$ cat config.mk
export PLATFORM = sky130hd
export DESIGN_NAME = cla_multiword_sequencer
export DESIGN_NICKNAME = d
export VERILOG_FILES = /design/src/rtl/cla_multiword_sequencer.sv
export SDC_FILE = /design/constraint.sdc
export NUM_CORES = 1
export LEC_CHECK = 0
export CAP_MARGIN = 0
export CORE_MARGIN = 3
export CORE_UTILIZATION = 53
export CTS_BUF_LIST = sky130_fd_sc_hd__clkbuf_4 sky130_fd_sc_hd__clkbuf_8
export CTS_CLUSTER_DIAMETER = 60
export DETAILED_ROUTE_END_ITERATION = 12
export HOLD_SLACK_MARGIN = 0.06
export PLACE_DENSITY = 0.86
export RECOVER_POWER = 100
export REMOVE_ABC_BUFFERS = 1
export SYNTH_ARGS = -nofsm -noshare
export SYNTH_HDL_FRONTEND = slang
export SYNTH_SLANG_ARGS = --single-unit
export TNS_END_PERCENT = 5
$ cat constraint.sdc
create_clock -name clk -period 4.1 [get_ports clk]
set_input_delay 0.41 -clock clk [delete_from_list [all_inputs] [get_ports clk]]
set_output_delay 0.41 -clock clk [all_outputs]
set_load 0.02 [all_outputs]
$ cat src/rtl/cla_multiword_sequencer.sv
// cla_multiword_sequencer
//   Adds two NBYTES-wide operands through one shared 8-bit carry-lookahead
//   adder, one byte per clock, least-significant byte first. The carry out of
//   each byte is registered and fed into the next byte's carry in.
//
// Ports
//   clk, rst     rising-edge clock, asynchronous active-high reset
//   start        request, honoured only in IDLE or DONE
//   a, b, cin    operands and carry-in, captured on the accepting edge
//   busy         high while bytes are being added
//   done         one-cycle pulse; result, cout and ovf are valid
//   result       sum (bytes fill in progressively while busy)
//   cout         carry out of the most-significant byte
//   ovf          signed two's-complement overflow

module CarryLookaheadAdder (
   input  logic [7:0] X,
   input  logic [7:0] Y,
   input  logic       C0,
   output logic [7:0] sum,
   output logic       carry_out
);

   logic [7:0] g;
   logic [7:0] p;
   logic [8:0] c;
   logic       acc;
   logic       prop;

   // Each carry is formed directly from generate/propagate terms and C0,
   // not rippled from the previous carry.
   always_comb begin
      g    = X & Y;
      p    = X ^ Y;
      c    = '0;
      acc  = 1'b0;
      prop = 1'b0;
      c[0] = C0;
      for (int i = 0; i < 8; i++) begin
         acc  = g[i];
         prop = p[i];
         for (int j = i - 1; j >= 0; j--) begin
            acc  = acc | (prop & g[j]);
            prop = prop & p[j];
         end
         acc      = acc | (prop & C0);
         c[i + 1] = acc;
      end
      sum       = p ^ c[7:0];
      carry_out = c[8];
   end

endmodule

module cla_multiword_sequencer #(
   parameter int unsigned NBYTES = 4,
   parameter int unsigned CNTW   = 4
) (
   input  logic                  clk,
   input  logic                  rst,
   input  logic                  start,
   input  logic [8*NBYTES-1:0]   a,
   input  logic [8*NBYTES-1:0]   b,
   input  logic                  cin,
   output logic                  busy,
   output logic                  done,
   output logic [8*NBYTES-1:0]   result,
   output logic                  cout,
   output logic                  ovf
);

   localparam int unsigned W = 8 * NBYTES;
   localparam logic [CNTW-1:0] LastIdx = CNTW'(NBYTES - 1);

   typedef enum logic [1:0] {
      StIdle,
      StAdd,
      StDone
   } state_e;

   state_e          state_q, state_d;
   logic [W-1:0]    a_q, a_d;
   logic [W-1:0]    b_q, b_d;
   logic            c_q, c_d;
   logic [CNTW-1:0] idx_q, idx_d;
   logic [W-1:0]    result_q, result_d;
   logic            cout_q, cout_d;
   logic            ovf_q, ovf_d;

   logic [7:0]      cla_x;
   logic [7:0]      cla_y;
   logic [7:0]      cla_sum;
   logic            cla_carry;

   // Byte select by constant-index mux so no variable part-selects are needed.
   always_comb begin
      cla_x = '0;
      cla_y = '0;
      for (int i = 0; i < NBYTES; i++) begin
         if (idx_q == CNTW'(i)) begin
            cla_x = a_q[8*i +: 8];
            cla_y = b_q[8*i +: 8];
         end
      end
   end

   CarryLookaheadAdder u_cla (
      .X         (cla_x),
      .Y         (cla_y),
      .C0        (c_q),
      .sum       (cla_sum),
      .carry_out (cla_carry)
   );

   always_comb begin
      state_d  = state_q;
      a_d      = a_q;
      b_d      = b_q;
      c_d      = c_q;
      idx_d    = idx_q;
      result_d = result_q;
      cout_d   = cout_q;
      ovf_d    = ovf_q;

      unique case (state_q)
         StIdle, StDone: begin
            if (start) begin
               a_d     = a;
               b_d     = b;
               c_d     = cin;
               idx_d   = '0;
               state_d = StAdd;
            end else begin
               state_d = StIdle;
            end
         end
         StAdd: begin
            for (int i = 0; i < NBYTES; i++) begin
               if (idx_q == CNTW'(i)) begin
                  result_d[8*i +: 8] = cla_sum;
               end
            end
            c_d = cla_carry;
            if (idx_q == LastIdx) begin
               state_d = StDone;
               cout_d  = cla_carry;
               // On the last byte, cla_sum[7] is the result sign bit.
               ovf_d   = (a_q[W-1] == b_q[W-1]) && (cla_sum[7] != a_q[W-1]);
            end else begin
               idx_d = idx_q + 1'b1;
            end
         end
         default: state_d = StIdle;
      endcase
   end

   always_ff @(posedge clk or posedge rst) begin
      if (rst) begin
         state_q  <= StIdle;
         a_q      <= '0;
         b_q      <= '0;
         c_q      <= 1'b0;
         idx_q    <= '0;
         result_q <= '0;
         cout_q   <= 1'b0;
         ovf_q    <= 1'b0;
      end else begin
         state_q  <= state_d;
         a_q      <= a_d;
         b_q      <= b_d;
         c_q      <= c_d;
         idx_q    <= idx_d;
         result_q <= result_d;
         cout_q   <= cout_d;
         ovf_q    <= ovf_d;
      end
   end

   assign busy   = (state_q == StAdd);
   assign done   = (state_q == StDone);
   assign result = result_q;
   assign cout   = cout_q;
   assign ovf    = ovf_q;

endmodule

==> results of run 1 <==
[path summary, 6_finish.rpt]
| check | startpoint | to | slack [ns] | cells past startpoint |
|---|---|---|---|---|
| setup / recovery | idx_q[1] | ovf | 0.36 | 14 |
| min in group asynchronous | rst | result[0] | 0.82 | 2 |
| max in group asynchronous | rst | a_q[28] | 0.85 | 3 |
| hold reg to reg | result[9] | result[9] | 0.48 | 2 |
| hold / removal | result[9] | result[9] | 0.48 | 2 |
| setup reg to reg | idx_q[1] | ovf | 0.36 | 14 |
[placed cells by master, fill, tap and decap left out, types with 2 or more instances in the layout]
| cell type | count |
|---|---|
| a21oi_1 | 19 |
| a22oi_1 | 17 |
| buf_4 | 5 |
| clkbuf_1 | 2 |
| clkbuf_8 | 11 |
| clkdlybuf4s50_1 | 65 |
| clkinvlp_4 | 2 |
| dfrtp_1 | 105 |
| dlygate4sd3_1 | 38 |
| ha_1 | 12 |
| inv_1 | 5 |
| inv_6 | 2 |
| mux2_2 | 12 |
| mux2_4 | 2 |
| nand2_1 | 239 |
| nand2b_1 | 2 |
| nand3_1 | 3 |
| nor2_1 | 28 |
| nor2b_1 | 3 |
| nor3b_1 | 2 |
| nor3b_4 | 3 |
| o21ai_0 | 35 |
| o21ai_1 | 3 |
| xnor2_1 | 5 |
| xor2_1 | 3 |
[critical path: stages (launching register included)]
cell	delay [ns]
dfrtp_1	0.42
inv_1	0.10
ha_1	0.24
nor4b_4	0.50
buf_4	0.28
a22oi_1	0.09
nor2_1	0.11
a21oi_1	0.04
o21ai_0	0.30
ha_1	0.29
a21oi_1	0.24
o22ai_2	0.16
mux2_4	0.33
or3_1	0.35
a31oi_1	0.18
[metrics by stage]
| stage | cell area [um^2] | hold slack (ns) | setup slack (ns) | util (%) |
|---|---|---|---|---|
| 6_report | 6170 | 0.4793 | 0.3630 | 69.73 |
| 5_1_grt | 6170 | 0.5071 | 0.1155 | 69.73 |
| 4_1_cts | 6196 | 0.3994 | 0.4891 | 70.02 |
| 3_5_place_dp | 6007 | 0.4642 | 0.5217 | 67.89 |
| 3_3_place_gp | 6007 | 0.4578 | 0.7252 | 67.89 |
| 2_1_floorplan | 4756 | 0.4455 | 0.5834 | - |
[cell type report]
type | count | area share (%)
clock buffer | 11 | 2.454
clock inverter | 5 | 0.6084
inverter | 7 | 0.4462
timing repair buffer | 111 | 17.52
multi-input combinational | 408 | 34.19
tap | 108 | 2.190
sequential | 105 | 42.59
[cells by family (layout without fill, tap and decap cells)]
group / Yosys count / count (layout) / share of synthesized area [%]
adders and majority gates: 13 / 13 / 3.484
DFF: 105 / 105 / 53.79
muxes: 15 / 15 / 3.688
and+or+nand+nor: 288 / 288 / 24.21
AOI/OAI and AO/OA: 84 / 84 / 10.22
buffers and inverters: 36 / 134 / 3.176
xor gates and xnor gates: 8 / 8 / 1.434
[report_power, final]
part	switching (mW)	internal, mW	total (mW)
logic	1.58	1.08	2.66
clock network	0.349	0.258	0.606
registers	0.312	1.51	1.82
total	2.24	2.85	5.08
[registers in the layout, indices dropped and copies added (netlist names)]
| signal | count |
|---|---|
| a_q | 32 |
| b_q | 32 |
| c_q | 1 |
| cout | 1 |
| idx_q | 4 |
| ovf | 1 |
| result | 32 |
| state_q | 2 |
[Yosys cell counts (2+ instances only)]
cell | count | area [um^2]
nor3b_1 | 2 | 15.01
o21ai_0 | 35 | 175.2
buf_1 | 3 | 11.26
nand2_1 | 239 | 897.1
a21oi_1 | 18 | 90.09
clkbuf_1 | 19 | 71.32
o21ai_1 | 3 | 15.01
nand3_1 | 3 | 15.01
buf_2 | 4 | 20.02
nor2_1 | 28 | 105.1
dfrtp_1 | 105 | 2628
nand2b_1 | 3 | 18.77
xnor2_1 | 5 | 43.79
a22oi_1 | 17 | 127.6
buf_4 | 2 | 15.01
mux2_4 | 3 | 45.04
xor2_1 | 3 | 26.28
inv_1 | 6 | 22.52
mux2_2 | 12 | 135.1
a21oi_2 | 2 | 17.52
nor2b_1 | 3 | 18.77
ha_1 | 12 | 150.1
nor3b_2 | 2 | 25.02
[metal layers]
layer	vias to the layer above	part of all wire (%)	GRT usage, %
met4	0	1.3	6.660
met5	-	0	0
li1	1965	-	-
met3	17	5.6	3.140
met2	163	47	35.53
met1	1912	46	30.88
==> results.toml, run 1 <==
[die]
dieArea_um2 = 10400
initial_core_util_pct = 55.20
ioPinCount = 104
coreArea_um2 = 8848
die_x_um = 102
placementRows = 34
die_h_um = 102

[yosys]
avgSynthCellArea_um2 = 8.897
ys_seq_elements = 105
yosysWarningCount = 0
ys_seq_area_share_pct = 53.79
yosysUniqueCellTypes = 43
mappedNetlistArea_um2 = 4885
async_flop_share_pct = 100.0
synthCells = 549
ys.flop_type = "dfrtp_1"
synth_edf_count = 0

[clocking]
numCtsBuffers = 9
clkTransAtPathRegs_ns = 0.09
cts_tree = "yes"
clk_path_buf_depth = 2
htree_levels = 3
cts_setup_buffers = 0
cts-hold-fix-buffers = 0
cts_num_sinks = 105
clk_latency_ns = 0.36
clockRootBuffer = "clkbuf_8"
ctsResizeCount = 0

[placement]
placedCellCount = 739
dpl.hpwl_um = 8140
numPortBuffers = 103
place_congestion = 0.8859

[sta]
skew_ns = 0.01674
setup_tns_ns = 0
post-route-period-util_pct = 91.15
max-slew-margin-rel_pct = -36.53
report.final.slew_viol_count = 108
finalHoldViolCount = 0
tightest_slew_ns = 2.044
fmax_mhz = 267.6
setup_viol = 0
rsz0062_at_grt = "no"
finalCriticalPeriod_ns = 3.737

[global_route]
antenna_found_initial = 0
overflow = 0
grt_pass1_wl_um = 18280
grt_max_degree = 68
grt_pass1_vias = 3940
grt_use_total_pct = 21.90

[drt]
vias = 4057
drtIter0Drc = 227
postRouteAntennaNets = 0
dr.pass1.iters = 5
drcViolationCount = 0
drt_wl_total_um = 11030
vias_per_cell = 5.374
wl_per_cell_um = 14.61

[final_layout]
fillers = 675
drive_gt1_share_pct = 7.264
antenna_cells = 0
multiInputGateArea_um2 = 2110
regArea_um2 = 2628
area_growth_pct = 26.31
nets = 723
stdcell_count = 755

[setup_path]
worst_setup_path_start_kind = "register"
crit_fanout = 10
cp_data_required_time_ns = 4.37
critPathKind = "reg -> reg"
crit_arrival_ns = 4.01
endpoint_kind = "register"

[power_and_ir_drop]
p_leak_nw = 3.023
finalPower_mw = 5.084
peakVddDrop_v = 0.0003209
power_density_nw_per_um2 = 824.0

[worst_hold_path]
min_path_type = "reg -> reg"

[run]
cap_violations = 3

[outcome]
violations = "capacitance limit, slew limit"
status = "finished, violations left"
No activity file was read; power rests on OpenSTA's default activity.
==> run 2, diff against run 1 <==
Settings changed: CORE_UTILIZATION 53 to 50, PLACE_DENSITY 0.86 to 0.82.
==> run 2 against run 1 <==
  * Largest power group unchanged
  * Cell area increased by 0.65%
  * Via count decreased by 4.0%
  * Worst setup slack improved by 0.15 ns
  * Sequential share of layout area decreased by 0.27 points
  * Highest routed layer unchanged
  * Critical path depth decreased by 1
  * Combinational power decreased by 2%
  * The flow still finishes with violations (capacitance limit, slew limit)
  * Clock power increased by 7.9%
  * Fmax increased by 4.1%
  * Non-clock buffer count decreased by 1
==> results.toml, run 2 (synthesis gave the netlist of run 1 again) <==
[outcome]
status = "finished, violations left"
violations = "capacitance limit, slew limit"

[drt]
drcViolationCount = 0
drt_wl_total_um = 10730
vias_per_cell = 5.026
drtIter0Drc = 159
postRouteAntennaNets = 0
dr.pass1.iters = 5
wl_per_cell_um = 13.84
vias = 3895

[die]
ioPinCount = 104
dieArea_um2 = 10990
placementRows = 35
coreArea_um2 = 9371
die_x_um = 104.8
die_h_um = 104.8
initial_core_util_pct = 52.12

[clocking]
clockRootBuffer = "clkbuf_8"
numCtsBuffers = 9
htree_levels = 3
cts-hold-fix-buffers = 0
clk_path_buf_depth = 2
ctsResizeCount = 0
clk_latency_ns = 0.35
cts_num_sinks = 105
clkTransAtPathRegs_ns = 0.09
cts_tree = "yes"
cts_setup_buffers = 0

[sta]
rsz0062_at_grt = "no"
skew_ns = 0.01218
finalHoldViolCount = 0
finalCriticalPeriod_ns = 3.589
setup_viol = 0
report.final.slew_viol_count = 158
fmax_mhz = 278.6
setup_tns_ns = 0
post-route-period-util_pct = 87.55
tightest_slew_ns = 2.356
max-slew-margin-rel_pct = -57.07

[final_layout]
stdcell_count = 775
drive_gt1_share_pct = 6.966
final_common_cell = "nand2_1"
layout_common_cells = "239 x nand2_1, 105 x dfrtp_1, 66 x clkdlybuf4s50_1"
antenna_cells = 0
final_util_pct = 66.26
postLayoutCellArea_um2 = 6210
area_growth_pct = 27.13
fillers = 799
nets = 722

[global_route]
grt_pass1_wl_um = 18300
grt_pass1_vias = 3883
overflow = 0
grt_use_total_pct = 20.15
antenna_found_initial = 0
grt_max_degree = 90

[setup_path]
endpoint_kind = "register"
worst_setup_path_start_kind = "register"
cp_data_required_time_ns = 4.37
crit_fanout = 10
critPathKind = "reg -> reg"
crit_arrival_ns = 3.86

[power_and_ir_drop]
power_density_nw_per_um2 = 819.3
p_leak_nw = 3.039
finalPower_mw = 5.087
peakVddDrop_v = 0.0003926

[worst_hold_path]
min_path_type = "reg -> reg"

[run]
cap_violations = 2

[placement]
place_congestion = 0.8171
placedCellCount = 759
dpl.hpwl_um = 8005
dpl_cell_area_um2 = 6026
numPortBuffers = 103
## run 2: per-layer routing
| layer | GRT usage (%) | wire, um | part of all wire (%) |
|---|---|---|---|
| met2 | 32.95 | 5138 | 48 |
| met4 | 5.248 | 74 | 0.69 |
| met3 | 3.582 | 524 | 4.9 |
| met1 | 27.93 | 4989 | 47 |
| met5 | 0 | 0 | 0 |
## run 2: layout make-up
cell class                      instances  area (um^2)  area share (%)
Multi-Input combinational cell        408         2105           33.89
Clock inverter                          4        51.30          0.8261
Clock buffer                           12        158.9           2.559
Tap cell                              129        161.4           2.599
Timing Repair Buffer                  110         1080           17.39
Sequential cell                       105         2628           42.31
Inverter                                7        26.28          0.4231
## run 2: final timing paths
path / from / end / slack [ns] / cells past startpoint
min reg2reg: a_q[15] / a_q[15] / 0.49 / 2
max in group asynchronous: rst / a_q[13] / 1.49 / 3
max reg2reg: idx_q[1] / ovf / 0.51 / 13
min in group asynchronous: rst / result[16] / 1.07 / 2
min: a_q[15] / a_q[15] / 0.49 / 2
max: idx_q[1] / ovf / 0.51 / 13
## run 2: worst max-delay path: stages (launching register included)
cell     delay (ns)
dfrtp_1        0.42
inv_1          0.12
ha_1           0.22
nor3b_4        0.49
a22oi_1        0.17
nor2_1         0.11
a21oi_1        0.04
o21ai_0        0.35
ha_1           0.30
a21oi_1        0.22
o22ai_1        0.21
mux2_4         0.34
or3_1          0.34
a31oi_1        0.17
## run 2: report_power, final
part,internal (mW),switching [mW]
registers,1.51,0.308
logic,1.08,1.54
clock network,0.323,0.331
## run 2: through the flow
| step | setup slack, ns | hold WS, ns |
|---|---|---|
| 2_1_floorplan | 0.5834 | 0.4455 |
| 3_3_place_gp | 0.8094 | 0.4582 |
| 3_5_place_dp | 0.6027 | 0.4624 |
| 4_1_cts | 0.5804 | 0.4841 |
| 5_1_grt | 0.1637 | 0.5062 |
| 6_report | 0.5106 | 0.4856 |
